[src/rtl/calc_pkg.sv]
// Shared types for the calculator command scheduler: op encoding, FSM states
// and the default-width command record.
package calc_pkg;

    localparam int CALC_OPW  = 3;
    localparam int CALC_RPTW = 3;

    typedef enum logic [1:0] {
        OP_ADD = 2'b00,
        OP_SUB = 2'b01,
        OP_XOR = 2'b10,
        OP_SHL = 2'b11
    } calc_op_e;

    typedef enum logic {
        IDLE  = 1'b0,
        ISSUE = 1'b1
    } sched_state_e;

    // Field order matches the packing used for FIFO entries: {op, operand, repeat}.
    typedef struct packed {
        calc_op_e               op;
        logic [CALC_OPW-1:0]    operand;
        logic [CALC_RPTW-1:0]   rpt;
    } calc_cmd_t;

endpackage

[src/rtl/calc_cmd_fifo.sv]
// Small synchronous command FIFO with wrap-bit pointers, synchronous flush
// and asynchronous active-low reset.
module calc_cmd_fifo #(
    parameter int DEPTH = 4,
    parameter int WIDTH = 8
) (
    input  logic             clock,
    input  logic             reset,
    input  logic             flush_i,
    input  logic             push_i,
    input  logic [WIDTH-1:0] wdata_i,
    input  logic             pop_i,
    output logic [WIDTH-1:0] rdata_o,
    output logic             full_o,
    output logic             empty_o
);

    localparam int AW = $clog2(DEPTH);

    logic [AW:0]      wrPtr_q, rdPtr_q;
    logic [WIDTH-1:0] mem_q [DEPTH];
    logic             doPush, doPop;

    assign empty_o = (wrPtr_q == rdPtr_q);
    assign full_o  = (wrPtr_q[AW] != rdPtr_q[AW]) &&
                     (wrPtr_q[AW-1:0] == rdPtr_q[AW-1:0]);
    assign rdata_o = mem_q[rdPtr_q[AW-1:0]];

    assign doPush = push_i && !full_o && !flush_i;
    assign doPop  = pop_i && !empty_o && !flush_i;

    always_ff @(posedge clock or negedge reset) begin
        if (!reset) begin
            wrPtr_q <= '0;
            rdPtr_q <= '0;
        end else if (flush_i) begin
            wrPtr_q <= '0;
            rdPtr_q <= '0;
        end else begin
            if (doPush) wrPtr_q <= wrPtr_q + (AW+1)'(1);
            if (doPop)  rdPtr_q <= rdPtr_q + (AW+1)'(1);
        end
    end

    // Storage needs no reset: entries are only read once the pointers say they are valid.
    always_ff @(posedge clock) begin
        if (doPush) mem_q[wrPtr_q[AW-1:0]] <= wdata_i;
    end

endmodule

[src/rtl/calc_op_scheduler.sv]
// Issues buffered {op, operand, repeat} commands to the accumulator datapath,
// one op per clock. Define CALC_SCHED_STATS_EN to add the issue_count output.
module calc_op_scheduler
    import calc_pkg::*;
#(
    parameter int DEPTH = 4,
    parameter int OPW   = 3,
    parameter int RPTW  = 3
) (
    input  logic            clock,
    input  logic            reset,
    input  logic            cmd_valid,
    output logic            cmd_ready,
    input  logic [1:0]      cmd_op,
    input  logic [OPW-1:0]  cmd_operand,
    input  logic [RPTW-1:0] cmd_repeat,
    input  logic            sched_hold,
    input  logic            sched_flush,
    output logic            alu_en,
    output logic [1:0]      alu_op,
    output logic [OPW-1:0]  alu_operand,
    output logic            cmd_done,
    output logic            busy
`ifdef CALC_SCHED_STATS_EN
    ,
    output logic [7:0]      issue_count
`endif
);

    localparam int CW = 2 + OPW + RPTW;

    sched_state_e    state_q, state_d;
    logic [1:0]      op_q, op_d;
    logic [OPW-1:0]  operand_q, operand_d;
    logic [RPTW-1:0] remaining_q, remaining_d;
    logic            done_q, done_d;

    logic            fifoFull, fifoEmpty, fifoPush, fifoPop;
    logic [CW-1:0]   fifoHead;

    // Commands always pass through the FIFO; a flush cycle drops the offered command.
    assign fifoPush = cmd_valid && !fifoFull && !sched_flush;

    calc_cmd_fifo #(
        .DEPTH (DEPTH),
        .WIDTH (CW)
    ) u_fifo (
        .clock   (clock),
        .reset   (reset),
        .flush_i (sched_flush),
        .push_i  (fifoPush),
        .wdata_i ({cmd_op, cmd_operand, cmd_repeat}),
        .pop_i   (fifoPop),
        .rdata_o (fifoHead),
        .full_o  (fifoFull),
        .empty_o (fifoEmpty)
    );

    assign cmd_ready   = !fifoFull;
    assign alu_en      = (state_q == ISSUE) && !sched_hold;
    assign alu_op      = op_q;
    assign alu_operand = operand_q;
    assign cmd_done    = done_q;
    assign busy        = (state_q != IDLE) || !fifoEmpty;

    // Popping on the final repeat of a command keeps issue back-to-back.
    always_comb begin
        state_d     = state_q;
        op_d        = op_q;
        operand_d   = operand_q;
        remaining_d = remaining_q;
        done_d      = 1'b0;
        fifoPop     = 1'b0;
        if (sched_flush) begin
            state_d = IDLE;
        end else if (!sched_hold) begin
            unique case (state_q)
                IDLE: begin
                    if (!fifoEmpty) begin
                        fifoPop = 1'b1;
                        {op_d, operand_d, remaining_d} = fifoHead;
                        state_d = ISSUE;
                    end
                end
                ISSUE: begin
                    if (remaining_q != '0) begin
                        remaining_d = remaining_q - 1'b1;
                    end else begin
                        done_d = 1'b1;
                        if (!fifoEmpty) begin
                            fifoPop = 1'b1;
                            {op_d, operand_d, remaining_d} = fifoHead;
                        end else begin
                            state_d = IDLE;
                        end
                    end
                end
                default: state_d = IDLE;
            endcase
        end
    end

    always_ff @(posedge clock or negedge reset) begin
        if (!reset) begin
            state_q     <= IDLE;
            op_q        <= '0;
            operand_q   <= '0;
            remaining_q <= '0;
            done_q      <= 1'b0;
        end else begin
            state_q     <= state_d;
            op_q        <= op_d;
            operand_q   <= operand_d;
            remaining_q <= remaining_d;
            done_q      <= done_d;
        end
    end

`ifdef CALC_SCHED_STATS_EN
    logic [7:0] issueCount_q;

    // Survives flush on purpose; only reset clears the running total.
    always_ff @(posedge clock or negedge reset) begin
        if (!reset) begin
            issueCount_q <= 8'd0;
        end else if (alu_en) begin
            issueCount_q <= issueCount_q + 8'd1;
        end
    end

    assign issue_count = issueCount_q;
`endif

endmodule

[config.mk]
export PLATFORM = sky130hd
export DESIGN_NAME = calc_op_scheduler
export DESIGN_NICKNAME = d
export VERILOG_FILES = /design/src/rtl/calc_pkg.sv /design/src/rtl/calc_cmd_fifo.sv /design/src/rtl/calc_op_scheduler.sv
export SDC_FILE = /design/constraint.sdc
export NUM_CORES = 1
export LEC_CHECK = 0
export CORE_MARGIN = 4
export CORE_UTILIZATION = 45
export CTS_BUF_LIST = sky130_fd_sc_hd__clkbuf_8
export DETAILED_ROUTE_END_ITERATION = 10
export GPL_ROUTABILITY_DRIVEN = 0
export GPL_TIMING_DRIVEN = 0
export PLACE_DENSITY = 0.66
export SYNTH_ARGS = -nofsm -noshare
export SYNTH_HDL_FRONTEND = slang
export SYNTH_SLANG_ARGS = --single-unit
export TNS_END_PERCENT = 10
[constraint.sdc]
create_clock -name clock -period 2.1 [get_ports clock]
set_input_delay 0.42 -clock clock [delete_from_list [all_inputs] [get_ports clock]]
set_output_delay 0.42 -clock clock [all_outputs]
set_load 0.01 [all_outputs]
# Word level (Yosys, flattened, before mapping)
# Memories as Yosys holds them, arrays and structs flattened.
# Index checks and enable logic that the tools add are counted.
dict set report word_totals {
  ff_bits 16
  ram_bits 32
  input_bits 13
  out_inout_bits 9
  wordCells 65
  mem_count 1
}
dict set report classes {
  addsub 3
  eq_ne 5
  muxes 28
  bitwise_logic 3
  n_reduce_logical 18
}
# name depth word_bits read_ports rd_ports_with_merged_regs wr line_no
set memory_table {}
lappend memory_table {u_fifo.mem_q 4 8 1 0 1 calc_cmd_fifo.sv:21} ;# logic [WIDTH-1:0] mem_q [DEPTH];
# operator count
set op_table {}
lappend op_table {{two-way mux 3 bit} 8}
lappend op_table {{two-way mux 1 bit} 13}
lappend op_table {{case mux 3 bit (2 select lines)} 2}
lappend op_table {{logical AND 1 bit} 8}
lappend op_table {{adder 3 x 1 -> 3 bit (second input constant)} 2}
lappend op_table {{zero test 1 bit} 4}
lappend op_table {{two-way mux 2 bit} 2}
lappend op_table {{case mux 1 bit (2 select lines)} 2}
lappend op_table {{case mux 2 bit (2 select lines)} 1}
lappend op_table {{nonzero test 2 bit} 2}
lappend op_table {{equality test 3 bit} 1}
lappend op_table {{inverter 1 bit} 3}
lappend op_table {{AND reduction 3 bit} 1}
lappend op_table {{nonzero test 3 bit} 1}
lappend op_table {{subtractor 3 x 1 -> 3 bit (second input constant)} 1}
lappend op_table {{equality test 2 bit} 1}
lappend op_table {{!= test 2 x 1 -> 1 bit (second input constant)} 1}
lappend op_table {{!= test 2 bit (second input constant)} 1}
lappend op_table {{AND reduction 2 bit} 1}
lappend op_table {{logical OR 1 bit} 1}
lappend op_table {{!= test 1 bit} 1}

# Longest topological paths before layout
# Gate-level depths: netlist of run 1.
dict set report depth {
  word_depth 10
  depth_mapped 6
}

# By module
# From an unflattened synthesis of run 1, not the netlist that was laid out.
dict set report hier_totals {
  cells_unflattened 153
  area_unflattened_um2 2262.2
}
# mod instances cells_per_inst area_each_um2 seq_area_each_um2
set by_module_without_submodules {}
lappend by_module_without_submodules {calc_cmd_fifo 1 106 1706.6 1111.1}
lappend by_module_without_submodules {calc_op_scheduler 1 47 555.5 250.2}

# Worst setup path before layout of run 1
# Ideal clock, no wire load.
dict set report synth_timing {
  path_kind {reg-to-reg}
  from {register u_fifo.rdPtr_q[1]}
  to {memory u_fifo.mem_q[0][0] (enable)}
  setup_ps 277
  arrival_time_ps 1617
  t_required_ps 1823
  path_slack_ps 206
  path_stages_with_launch 6
  n_path_buf 1
  period_less_slack_ps 1894
  path_cell_list {dfrtp_1 -> buf_6 -> xor2_2 -> or3_2 -> and3b_1 -> and2_1}
}
dict set report synth_between {
  elab_chain_cells 9
}
# item line_no
set synth_rtl {}
lappend synth_rtl {{from (decl)} calc_cmd_fifo.sv:20} ;# logic [AW:0] wrPtr_q, rdPtr_q;
lappend synth_rtl {{from (signal assigned)} calc_cmd_fifo.sv:41} ;# if (doPop) rdPtr_q <= rdPtr_q + (AW+1)'(1);
lappend synth_rtl {{equality test 2 bit (*)} calc_cmd_fifo.sv:26} ;# (wrPtr_q[AW-1:0] == rdPtr_q[AW-1:0]);
lappend synth_rtl {{logical AND 1 bit (*)} calc_cmd_fifo.sv:25} ;# assign full_o = (wrPtr_q[AW] != rdPtr_q[AW]) &&
lappend synth_rtl {{zero test 1 bit (*)} --}
lappend synth_rtl {{via cmd_ready} calc_op_scheduler.sv:13} ;# output logic cmd_ready,
lappend synth_rtl {{logical AND 1 bit (2 in a row)} calc_op_scheduler.sv:42} ;# assign fifoPush = cmd_valid && !fifoFull && !sched_flush;
lappend synth_rtl {{logical AND 1 bit (*) (2 in a row)} calc_cmd_fifo.sv:29} ;# assign doPush = push_i && !full_o && !flush_i;
lappend synth_rtl {{two-way mux 1 bit (*)} calc_cmd_fifo.sv:47} ;# if (doPush) mem_q[wrPtr_q[AW-1:0]] <= wdata_i;
lappend synth_rtl {{two-way mux 1 bit (implied by the code) (*)} calc_cmd_fifo.sv:47}
lappend synth_rtl {{to (decl)} calc_cmd_fifo.sv:21}
# Mark *: on every way through the listed nets, which the timed path passes. The rest lies on a longest branch.

# Worst setup path in the final report of run 1
dict set report layout_timing {
  from {register u_fifo.rdPtr_q[1]}
  to {output port busy}
}
dict set report layout_between {
  elab_chain_cells 3
}
# item line_no
set layout_rtl {}
lappend layout_rtl {{equality test 3 bit} calc_cmd_fifo.sv:24} ;# assign empty_o = (wrPtr_q == rdPtr_q);
lappend layout_rtl {{zero test 1 bit} calc_op_scheduler.sv:64} ;# assign busy = (state_q != IDLE) || !fifoEmpty;
lappend layout_rtl {{logical OR 1 bit} calc_op_scheduler.sv:64}
lappend layout_rtl {{to (decl)} calc_op_scheduler.sv:23} ;# output logic busy
# Every way passes these cells.

==> impl_results.md, run 1 <==
* Minimum clock period at 2.027 ns
* Root Driver: clkbuf_8
* DR vias at between 1k and 1.5k
* GRT busiest layer: met2
* Final slew viol count at 0
* TNS Setup at 0 ns
* Post-synth EDFFs at 32
* Hold Startpoint: alu_operand[2]
* # rows at 24
* Worst Reg2Reg Path Length in Cells at 5
* Sw frac at around a quarter
* Worst-path clk slew at roughly 0.090 ns
* Worst hold path type: flop to flop
* Wire length per cell at roughly 17 microns
* Post-synth ARST share at roughly a third
* Share of layout cells above drive strength 1 at between 10% and 20%
* Worst-path fanout max at 10
* Cell area power density at approximately 960 nW/um^2
* CP endpoint kind: output port
* CP max stage cell: dfrtp_1
* Total wire length at roughly 3.8 mm
* R2R Path End: u_fifo.mem_q[3][0]
* Syn nets at 152
* Largest net degree at the start of global routing at 17
* Max-capacitance violation count at 0
* H-tree level count at 2
* First-pass GRT wire length at 6.210 mm
* Post-Syn Instances at around 130
* Syn-to-layout area delta at 19.26%
* Antenna violations before repair at 0
* Run status: completed
* Critical Path RT at 1.68 ns
* Initial Utilization at between 40 and 50%
* TritonCTS clock tree: done
* Clk sinks at 48
* Layout Utilization at between 50 and 60%
* Clock Latency Late Sink at about 0.30 ns
* Final ANT Viol Nets at 0
* Max Buffers Root-to-Sink at 2
* CP most frequent cell: buf_6
* Detailed Place HPWL at between 2 and 3 mm
* Clock buffer count from CTS at 5
* GRT Total Usage at 13.75%
* Peak supply drop at between 0.6 and 0.7 mV
* Nets@finish at 182
* Grt ovf at 0
* RR Startpoint: u_fifo.rdPtr_q[1]
* Mapped Avg Cell Area at roughly 16 sq um
* Least-Margin Pin Slew at just under 0.8 ns
* Final Hold Viols at 0
* Core Region at roughly 4500 sq um
* Met1 Use GR at ~16%
* WHS Path Cells at 1
* DR iter-0 viols at 46
* Final worst-path cycle share at 96.54%
* # port buffers at 20
* RSZ-0062 raised after global routing: yes
* Arr. time, crit path at 1.61 ns
* Vias per cell at approximately 5.6
* Chip width at between 70 and 80 microns
* Most frequent cells in the layout: edfxtp_1, clkdlybuf4s50_1, dfrtp_1
* Die area at about 5900 sq um
* Crit path buffers/inverters at 3
* Leading register cell type out of synthesis: edfxtp_1
* Post-Syn Area at between 2000 and 2500 sq um
* R2r setup slk at approximately 0.1 ns
* Comb pwr share at 24.6%
* Hold worst-path end: alu_operand[2]
* I/O pin count at 22
* Yosys warnings at 0
* Top Family by Delay on Critical Path: buffers and inverters
* First-pass iteration count of the detailed router at 4
* Int Pwr at roughly 1800 uW
* Flop pwr share at a little under 50%
* Met2 global-route usage at a little under a quarter
* Most common cell after layout, fill and taps aside: edfxtp_1
* Switching pwr at ~650 uW
* Ant. Diodes at 0
* Cell Count Post-Placement at about 200
* Crit-path max cell delay at around 0.40 ns
* Achievable frequency at approximately 490 MHz
* Final setup fails at 0
* M3 GR Usage at 4.801%
* Die height at between 70 and 80 microns
* Slew HR at approximately 47%
* Clock share of power at a little over a quarter
* Sequential area share after synthesis at 63.89%
* Filler cells at 346
* Yosys cell types at 40
* Crit Path Class: flop to output port
* Drc violations at 0
* Cells along the critical path: buf_6 > xor2_2 > nor3b_4 > buf_6 > nand2_1 > buf_2
* Leakage at ~0.00096 uW
* Non-filler cells, final at 215
* Clock skew at roughly 0.0066 ns
* Startpoint class of the critical path: flop
* Seq cells post-synth at 48
* Number of global-route vias before repair at between 1k and 1.5k
## Yosys cell counts, types with 2 or more instances
cell type   n  area, sq um
xnor2_1     2        17.52
nand2b_1    2        12.51
mux2_2      6        67.56
a21oi_1     4        20.02
nand2_1     2        7.510
nor2_1      7        26.28
inv_1       7        26.28
buf_6       2        22.52
xor2_2      2        32.53
mux4_2      3        67.56
clkbuf_1    2        7.510
ha_1        7        87.58
nor3_1      2        10.01
mux4_1      5        131.4
or4_1       2        15.01
edfxtp_1   32        960.9
and2_1      4        25.02
o31ai_1     4        30.03
dfrtp_1    16        400.4
## how the worst max path moves through the flow
stage / from / end / slack (ns) / depth (start not counted)
3_5_place_dp: sched_flush / u_fifo.mem_q[3][6] / -0.15 / 4
5_1_grt: u_fifo.rdPtr_q[1] / busy / -0.02 / 6
4_1_cts: u_fifo.rdPtr_q[1] / cmd_ready / 0.01 / 4
6_report: u_fifo.rdPtr_q[1] / busy / 0.07 / 6
3_3_place_gp: sched_flush / u_fifo.mem_q[3][6] / -0.15 / 4
2_1_floorplan: u_fifo.rdPtr_q[1] / u_fifo.mem_q[0][0] / 0.21 / 5
## stage by stage
step	hold slack, ns	power [uW]	worst slack (ns)	cell area [sq um]
after floorplan	0.1244	1550	0.2065	2131
after detailed placement	0.4946	1792	-0.1541	2396
after CTS	0.5151	2470	0.01080	2530
final	0.5139	2448	0.07267	2541
after global routing	0.5242	2577	-0.01580	2541
after global placement	0.4904	1762	-0.1495	2396
## repair_timing
item | 4_1_cts | 5_1_grt
endpoints found under the setup margin | 2 | 10
resized for setup | 10 | 1
pin swaps | 1 | 0
setup buffers | 2 | 1
cloned | 0 | 0
hold buffers | 0 | 0
## sequential cells by signal, summed over array words and instances (netlist names)
| register | flops |
|---|---|
| cmd_done | 1 |
| u_fifo.mem_q | 32 |
| alu_op | 2 |
| state_q | 1 |
| u_fifo.rdPtr_q | 3 |
| u_fifo.wrPtr_q | 3 |
| alu_operand | 3 |
| remaining_q | 3 |
## cells by family (layout without fill, tap and decap cells)
kind of cell / after synthesis / after routing / share of synthesized area (%)
buffers and inverters: 12 / 43 / 2.877
multiplexers: 15 / 15 / 12.98
flip-flops: 48 / 48 / 63.89
XOR/XNOR: 5 / 5 / 2.760
AO/OA/AOI/OAI: 18 / 18 / 5.990
AND/OR/NAND/NOR: 27 / 27 / 7.399
adder cells (fa/ha/maj): 7 / 7 / 4.110
## power groups by stage
stage	combinational, uW	sequential (uW)	clock, uW
final	602	1180	670
after global routing	661	1190	725
after CTS	607	1180	685
after detailed placement	592	1200	0
after global placement	571	1190	0
after floorplan	342	1210	0
## final cells by class
cell class	count	area, sq um	share of cell area (%)
inverter	7	26.28	1.034
timing repair buffer	23	212.7	8.370
sequential	48	1361	53.57
tap	52	65.06	2.560
multi-input combinational	72	725.7	28.56
clock inverter	3	46.29	1.822
buffer	5	35.03	1.379
clock buffer	5	68.82	2.708
## layer usage
metal  wire, microns  vias up  share of wire [%]
met5               0        -                  0
met4              29        0               0.77
met3             228        3                6.1
met2            1993       45                 53
met1            1510      598                 40
li1                -      566                  -
## worst register-to-register path, stage by stage, from the launching register on
cell	delay [ns]
dfrtp_1	0.37
buf_6	0.17
xor2_2	0.26
or3_4	0.18
and3b_1	0.20
and2_1	0.46
No activity file was read; power rests on OpenSTA's default activity.
==> inputs of run 2 (changes only) <==
--- a/config.mk
+++ b/config.mk
@@ -5,7 +5,7 @@
 export SDC_FILE = /design/constraint.sdc
 export NUM_CORES = 1
 export LEC_CHECK = 0
-export CORE_MARGIN = 4
+export CORE_MARGIN = 3
 export CORE_UTILIZATION = 45
 export CTS_BUF_LIST = sky130_fd_sc_hd__clkbuf_8
 export DETAILED_ROUTE_END_ITERATION = 10
==> run 2 against run 1 <==
Final area rose by 2.4%. Hold slack got worse by 0.0033 ns. Die area decreased by 5.1%. Critical endpoint is now cmd_ready. Largest power group unchanged.
==> impl_results.md, run 2 (synthesis gave the netlist of run 1 again) <==
* # rows at 24 (unchanged)
* Largest net degree at the start of global routing at 17 (unchanged)
* Max Buffers Root-to-Sink at 2 (unchanged)
* DR iter-0 viols at 68 (+48%)
* Worst-path clk slew at 0.08 ns (about the same)
* Clk sinks at 48 (unchanged)
* Place WS at -0.1666 ns (-0.01252 ns)
* Grt ovf at 0 (unchanged)
* Run status: completed
* Final worst-path cycle share at 96.95% (+0.41 points)
* Syn-to-layout area delta at 22.08%
* Clock buffer count from CTS at 5 (unchanged)
* Wire length per cell at 16.14 microns (-7.8%)
* Root Driver: clkbuf_8
* Fin Hold WS at 0.5106 ns (-0.003269 ns)
* First-pass iteration count of the detailed router at 4 (unchanged)
* Startpoint class of the critical path: flop
* Antenna violations before repair at 0 (unchanged)
* Worst-path fanout max at 5 (-5)
* Nets@finish at 188 (+3.3%)
* Clock Latency Late Sink at 0.29 ns (about the same)
* First-pass GRT wire length at 5.595 mm (-9.9%)
* Cell area power density at 985.4 nW/um^2 (+2.3%)
* Clock skew at 0.008324 ns (+0.001748 ns)
* Chip width at 74.81 microns (-2.6%)
* Final ANT Viol Nets at 0 (unchanged)
* Vias per cell at 5.484 (-2.7%)
* I/O pin count at 22 (unchanged)
* H-tree level count at 2 (unchanged)
* Leakage at 0.0009973 uW (+4.3%)
* Peak supply drop at 0.5702 mV (-9.8%)
* Final worst slack at 0.06404 ns (-0.008623 ns)
* Drc violations at 0 (unchanged)
* Met1 Use GR at 18.10% (+2.3 points)
* Arr. time, crit path at 1.62 ns (about the same)
* Least-Margin Pin Slew at 0.7459 ns (-0.03932 ns)
* CP endpoint kind: output port
* Most frequent cells in the layout: edfxtp_1, clkdlybuf4s50_1, dfrtp_1
* # port buffers at 20 (unchanged)
* Achievable frequency at 491.2 MHz (-0.42%)
* Detailed Place HPWL at 2.411 mm (-7.2%)
* DR vias at 1,212 (unchanged)
* Critical Path RT at 1.68 ns (about the same)
* Worst hold path type: flop to flop
* Die area at 5597 sq um (-5.1%)
* Initial Utilization at 47.62% (unchanged)
* Slew HR at 50.12% (+2.6 points)
* Total wire length at 3.566 mm (-5.2%)
* Number of global-route vias before repair at 1,141 (-11%)
* Crit Path Class: flop to output port
* Ant. Diodes at 0 (unchanged)
* GRT busiest layer: met2
* Most common cell after layout, fill and taps aside: edfxtp_1
* Minimum clock period at 2.036 ns (+0.008623 ns)
* TritonCTS clock tree: done
* Met2 global-route usage at 23.02% (-0.67 points)
* GRT Total Usage at 13.88% (+0.13 points)
* M3 GR Usage at 4.005% (-0.80 points)
* Final setup fails at 0 (unchanged)
* Die height at 74.81 microns (-2.6%)
* Final slew viol count at 0 (unchanged)
* Largest register FFs at 32 (unchanged)
* Final Hold Viols at 0 (unchanged)
* Core Region at 4474 sq um (unchanged)
* RSZ-0062 raised after global routing: no
* Max-capacitance violation count at 0 (unchanged)
* Share of layout cells above drive strength 1 at 21.30% (+2.9 points)
[run 2: changes by cell type in the layout (fill, tap and decap cells not counted), sizes merged]
cell / before / now
buf: 8 / 14
bufinv: 1 / 2
clkinvlp: 1 / 0
[run 2: area by class of cell]
class | count | area, sq um
Buffer | 5 | 35.03
Clock inverter | 3 | 63.81
Multi-Input combinational cell | 72 | 721.9
Inverter | 7 | 26.28
Sequential cell | 48 | 1363
Fill cell | 349 | 1873
Clock buffer | 5 | 68.82
Timing Repair Buffer | 29 | 257.7
Tap cell | 52 | 65.06
[run 2: worst paths after layout]
kind                                      endpoint  depth (start not counted)               from  slack (ns)
worst max-delay path                     cmd_ready                          4  u_fifo.rdPtr_q[1]        0.06
worst min-delay path                     alu_op[1]                          1          alu_op[1]        0.51
worst max register to register  u_fifo.mem_q[2][2]                          5  u_fifo.rdPtr_q[1]        0.08
worst min register to register           alu_op[1]                          1          alu_op[1]        0.51
max in group asynchronous        u_fifo.wrPtr_q[1]                          1              reset        1.02
min in group asynchronous           remaining_q[2]                          1              reset        0.57
[run 2: where the power goes]
part | leakage [uW] | internal (uW) | total [uW] | switching (uW)
logic | 0.000436 | 355 | 645 | 290
clock network | 0.0000695 | 471 | 747 | 276
registers | 0.000492 | 1120 | 1170 | 56.4
[run 2: layer usage]
metal | wire length, microns | part of all wire (%) | vias up
met2 | 1790 | 50 | 32
met4 | 38 | 1.1 | 0
met3 | 142 | 4.0 | 4
li1 | - | - | 577
met1 | 1595 | 45 | 599
met5 | 0 | 0 | -
[run 2: repair_timing]
item / in CTS / in global routing
resized for setup: 9 / 2
buffers inserted: 2 / 7
gates cloned: 0 / 0
endpoints found under the setup margin: 2 / 24
hold buffers: 0 / 0
pin swaps: 1 / 1
[run 2: critical path, stage by stage, from the launching register on]
cell and delay (ns):
dfrtp_1 0.40, buf_6 0.14, xor2_2 0.17, or3_2 0.47, buf_2 0.15
[run 2: stage by stage]
stage | instances | area [sq um] | setup TNS (ns) | power [uW] | utilization [%]
6_report | 221 | 2601 | 0 | 2563 | 58.14
3_5_place_dp | 204 | 2396 | -4.904 | 1782 | 53.55
2_1_floorplan | 132 | 2131 | 0 | 1550 | -
4_1_cts | 214 | 2554 | 0 | 2546 | 57.07
5_1_grt | 221 | 2601 | 0 | 2708 | 58.14
3_3_place_gp | 204 | 2396 | -4.785 | 1760 | 53.55
